**src/rtl/seq_stage_controller_pkg.sv**
```systemverilog
// Shared definitions for the SEQ stage sequencer: stage encodings, status codes
// and the number of enabled datapath stages.
package seq_stage_controller_pkg;

  typedef enum logic [2:0] {
    STG_IDLE      = 3'd0,
    STG_FETCH     = 3'd1,
    STG_DECODE    = 3'd2,
    STG_EXECUTE   = 3'd3,
    STG_MEMORY    = 3'd4,
    STG_WRITEBACK = 3'd5,
    STG_PC_UPDATE = 3'd6,
    STG_HALT      = 3'd7
  } stage_e;

  localparam logic [1:0] STAT_AOK = 2'd0;
  localparam logic [1:0] STAT_HLT = 2'd1;
  localparam logic [1:0] STAT_ADR = 2'd2;
  localparam logic [1:0] STAT_INS = 2'd3;

  localparam int unsigned STAGE_NUM = 6;

endpackage

```
**src/rtl/seq_stage_decoder.sv**
```systemverilog
// Combinational stage code to one-hot stage enable; IDLE and HALT enable nothing.
// Shared with the pipelined sequencer.
module seq_stage_decoder
  import seq_stage_controller_pkg::*;
(
  input  logic [2:0]           i_stage_id,
  output logic [STAGE_NUM-1:0] o_stage_en
);

  always_comb begin
    o_stage_en = '0;
    case (i_stage_id)
      STG_FETCH:     o_stage_en[0] = 1'b1;
      STG_DECODE:    o_stage_en[1] = 1'b1;
      STG_EXECUTE:   o_stage_en[2] = 1'b1;
      STG_MEMORY:    o_stage_en[3] = 1'b1;
      STG_WRITEBACK: o_stage_en[4] = 1'b1;
      STG_PC_UPDATE: o_stage_en[5] = 1'b1;
      default:       o_stage_en = '0;
    endcase
  end

endmodule

```
**src/rtl/seq_stage_controller.sv**
```systemverilog
// Y86 SEQ sequencer: steps FETCH..PC_UPDATE, stalls on data memory, latches HALT,
// counts retired instructions. Optional macro SEQ_SKIP_MEM_EN bypasses MEMORY.
module seq_stage_controller
  import seq_stage_controller_pkg::*;
#(
  parameter int CNT_W = 16
) (
  input  logic                 clk,
  input  logic                 rst_n,
  input  logic                 start,
  input  logic                 stop,
  input  logic                 mem_need,
  input  logic                 mem_ready,
  input  logic [1:0]           stat,
  output logic [2:0]           stage_id,
  output logic [STAGE_NUM-1:0] stage_en,
  output logic                 busy,
  output logic                 halted,
  output logic                 instr_done,
  output logic [CNT_W-1:0]     instr_count
);

  stage_e                r_state;
  stage_e                w_next;
  logic                  r_done;
  logic [CNT_W-1:0]      r_count;
  logic [STAGE_NUM-1:0]  w_stage_en;

  always_ff @(posedge clk or negedge rst_n) begin
    if (!rst_n) begin
      r_state <= STG_IDLE;
      r_done  <= 1'b0;
      r_count <= '0;
    end else begin
      r_state <= w_next;
      r_done  <= (r_state == STG_PC_UPDATE);
      if (r_state == STG_PC_UPDATE)
        r_count <= r_count + CNT_W'(1);
    end
  end

  always_comb begin
    w_next = r_state;
    case (r_state)
      STG_IDLE:      if (start) w_next = STG_FETCH;
      STG_FETCH:     w_next = STG_DECODE;
      STG_DECODE:    w_next = STG_EXECUTE;
`ifdef SEQ_SKIP_MEM_EN
      STG_EXECUTE:   w_next = mem_need ? STG_MEMORY : STG_WRITEBACK;
`else
      STG_EXECUTE:   w_next = STG_MEMORY;
`endif
      STG_MEMORY:    if (!mem_need || mem_ready) w_next = STG_WRITEBACK;
      STG_WRITEBACK: w_next = STG_PC_UPDATE;
      // Error status outranks a stop request so a faulting instruction always halts.
      STG_PC_UPDATE: begin
        if (stat != STAT_AOK) w_next = STG_HALT;
        else if (stop)        w_next = STG_IDLE;
        else                  w_next = STG_FETCH;
      end
      STG_HALT:      w_next = STG_HALT;
      default:       w_next = STG_IDLE;
    endcase
  end

  seq_stage_decoder u_decoder (
    .i_stage_id (r_state),
    .o_stage_en (w_stage_en)
  );

  assign stage_id    = r_state;
  assign stage_en    = w_stage_en;
  assign busy        = (r_state != STG_IDLE) && (r_state != STG_HALT);
  assign halted      = (r_state == STG_HALT);
  assign instr_done  = r_done;
  assign instr_count = r_count;

endmodule

```
**config.mk**
```make
export PLATFORM = sky130hd
export DESIGN_NAME = seq_stage_controller
export DESIGN_NICKNAME = d
export VERILOG_FILES = /design/src/rtl/seq_stage_controller_pkg.sv /design/src/rtl/seq_stage_decoder.sv /design/src/rtl/seq_stage_controller.sv
export SDC_FILE = /design/constraint.sdc
export NUM_CORES = 1
export LEC_CHECK = 0
export ABC_CLOCK_PERIOD_IN_PS = 2300
export BUFFER_PORTS_ARGS = -buffer_cell sky130_fd_sc_hd__buf_2
export CORE_MARGIN = 4
export CORE_UTILIZATION = 51
export CTS_CLUSTER_SIZE = 12
export DETAILED_ROUTE_END_ITERATION = 8
export GPL_ROUTABILITY_DRIVEN = 0
export HOLD_SLACK_MARGIN = 0.02
export PLACE_DENSITY = 0.89
export SLEW_MARGIN = 10
export SYNTH_ARGS = -nofsm -noshare
export SYNTH_HDL_FRONTEND = slang
export SYNTH_SLANG_ARGS = --single-unit
```
**constraint.sdc**
```tcl
create_clock -name clk -period 2.3 [get_ports clk]
set_input_delay 0.345 -clock clk [delete_from_list [all_inputs] [get_ports clk]]
set_output_delay 0.345 -clock clk [all_outputs]
set_load 0.02 [all_outputs]
```
==> reports/summary.txt <==
area of the multi-input gates -> 427 um^2
post-route antenna net violation count -> 0
clk_lat worst skew -> 0.30 ns
CP Capture Type -> primary output
Rel. slew slack -> 71.3%
Hold Path Class -> in2reg
RSZ-0062 raised after global routing -> no
Die Y -> 51.3 um
Yosys warnings -> 0
Yosys cell types -> 24
setup bufs post-CTS -> 0
Switch Pwr -> 0.519 mW
vias in the first global route -> 726
I/O Pins -> 36
TritonCTS buffer count -> 3
ant diodes -> 0
Pwr per Cell Area -> 1070 nW/um^2
core region area -> 1750 um^2
GRT Overall Usage -> 16.2%
static leakage -> 0.628 nW
fin crit period -> 1.79 ns
area growth from synthesis to layout -> 26.1%
Mapped Area -> 957 um^2
Clock Tree Buf Depth -> 2
status -> finished clean
slowest CP cell -> dfrtp_1
Pint -> 0.776 mW
drt initial violations -> 14
critical path class -> reg2out
DRT Pass-1 Iters -> 4
Die Area -> 2630 um^2
H-tree Lvls -> 1
CP Launch Type -> register
setup_tns -> 0 ns
fin nets -> 141
Setup violations, final -> 0
layout cells sized above 1 -> 33.6%
Max Fclk -> 558 MHz
root buffer cell -> clkbuf_4
routed wire length -> 1940 um
Via density -> 5.01
Worst Tran Pin Value -> 0.430 ns
# rows -> 15
global-route wire length before repair -> 3170 um
crit-path max cell delay -> 0.62 ns
Final period util -> 77.9%
Resized Gates After CTS -> 0
part of the power in the clock network -> 21.8%
crit path cell chain -> nand3b_4 -> inv_1 -> buf_2
clock sinks -> 20
Switching Share -> 40.1%
Layout fillers -> 144
initial antenna violation count -> 0
final hold violations -> 0
hold_buf cts -> 1
Crit path arrival time -> 1.45 ns
TritonCTS clock tree -> built
routed via count -> 782
Comb power frac -> 37.1%
DIE WIDTH -> 51.3 um
Seq/Total Area, Yosys -> 52.3%
port buffer count -> 35
largest net degree at the start of global routing -> 21
total power -> 1.30 mW
clock-pin transition on the worst setup and hold timing paths -> 0.10 ns
worst-path maximum fanout -> 14
Residual DRC -> 0
register share of total power -> 41.1%
max cap viols -> 0
Overflow after GRT -> 0
worst setup margin -> 0.507 ns
detailed-placement wirelength estimate -> 1500 um
Placement Setup Slack -> 0.785 ns
Synth Instances -> 94
Routed WL per cell -> 12.4 um
syn_nets -> 103
synthesis-stage register bit count -> 20
critical path data required time -> 1.96 ns
final clock skew -> 0.0144 ns
Avg Synthesized Cell Area -> 10.2 um^2
peak supply drop -> 0.788 mV
Initial Utilization -> 54.8%
Max Slew Vio Count -> 0
register area -> 500 um^2
-- cell usage in the layout (no fill, tap or decap) --
master | Yosys | routed
nor4_1 | 1 | 1
nand3_1 | 3 | 3
and3b_1 | 1 | 1
inv_1 | 3 | 3
bufinv_16 | 0 | 1
a211oi_1 | 1 | 1
xnor2_1 | 12 | 12
a31oi_1 | 1 | 1
ha_1 | 1 | 1
nand2b_1 | 1 | 1
and3_1 | 3 | 3
or3_4 | 1 | 1
nand2_1 | 16 | 16
nor2_2 | 2 | 2
clkbuf_4 | 0 | 3
nor3b_1 | 3 | 3
dfrtp_1 | 20 | 20
nor2_1 | 8 | 8
nand4_1 | 5 | 5
nand3b_4 | 1 | 1
xor2_1 | 3 | 3
buf_2 | 0 | 35
a21oi_1 | 1 | 1
dlygate4sd3_1 | 0 | 1
nor3_1 | 3 | 3
or2_2 | 1 | 1
-- through the flow --
stage | std cells | utilization, % | cell area [um^2] | hold WS, ns
2_1_floorplan | 94 | - | 957 | 0.0494
3_3_place_gp | 151 | 65.6 | 1140 | 0.304
3_5_place_dp | 151 | 65.6 | 1140 | 0.306
4_1_cts | 156 | 69.2 | 1210 | 0.327
5_1_grt | 156 | 69.2 | 1210 | 0.337
6_report | 156 | 69.2 | 1210 | 0.338
-- critical path: cells and delay by family (launching register included) --
family,cells,cell delay [ns]
buffers and inverters,2,0.37
DFF,1,0.62
and+or+nand+nor,1,0.17
-- flip-flops by register name (all words and copies together) (netlist names) --
name and cells:
stage_id 3, instr_count 16, instr_done 1
-- power groups by stage --
stage | logic (mW) | clock network [mW] | registers, mW
finish | 0.481 | 0.282 | 0.532
global route | 0.526 | 0.306 | 0.550
CTS | 0.489 | 0.286 | 0.531
detailed placement | 0.484 | 0 | 0.537
global placement | 0.477 | 0 | 0.530
floorplan | 0.296 | 0 | 0.572
-- kinds of logic after synthesis --
family / share of synthesized area, %
fa+ha+maj: 1.31
buf+inv: 3.14
xor+xnor: 13.7
compound gates: 1.96
simple gates: 27.6
flops: 52.3
-- synth_stat cells --
master,instances,area [um^2]
nand4_1,5,31.3
nand3_1,3,15.0
and3_1,3,18.8
nand2_1,16,60.1
nand3b_4,1,20.0
ha_1,1,12.5
a31oi_1,1,6.26
a211oi_1,1,7.51
nor3b_1,3,22.5
or3_4,1,11.3
dfrtp_1,20,500
or2_2,1,6.26
a21oi_1,1,5.00
xor2_1,3,26.3
inv_1,3,11.3
xnor2_1,12,105
nor4_1,1,6.26
nor3_1,3,15.0
clkbuf_1,2,7.51
nor2_1,8,30.0
nor2_2,2,12.5
buf_6,1,11.3
nand2b_1,1,6.26
and3b_1,1,8.76
-- worst paths after layout --
| path | from | endpoint | slack (ns) | depth (start not counted) |
|---|---|---|---|---|
| setup reg to reg | stage_id[2] | instr_count[10] | 0.77 | 4 |
| hold / removal | stop | stage_id[0] | 0.34 | 3 |
| hold reg to reg | instr_count[15] | instr_count[15] | 0.48 | 1 |
| max in group asynchronous | rst_n | stage_id[0] | 1.50 | 2 |
| min in group asynchronous | rst_n | instr_count[13] | 0.49 | 2 |
| setup / recovery | stage_id[2] | stage_en[5] | 0.51 | 3 |
-- area by class of cell --
type | instances | share of cell area, %
Sequential cell | 20 | 41.5
Multi-Input combinational cell | 68 | 35.3
Timing Repair Buffer | 36 | 15.3
Tap cell | 25 | 2.59
Clock inverter | 1 | 2.49
Clock buffer | 3 | 1.87
Inverter | 3 | 0.933
-- per-layer routing --
| layer | up-vias | part of all wire, % | global-route usage [%] |
|---|---|---|---|
| li1 | 386 | - | - |
| met1 | 364 | 44 | 19.3 |
| met2 | 28 | 49 | 27.5 |
| met3 | 4 | 4.8 | 2.62 |
| met4 | 0 | 2.3 | 9.17 |
| met5 | - | 0 | 0 |
Note: power is estimated with default switching activity, not from simulation.
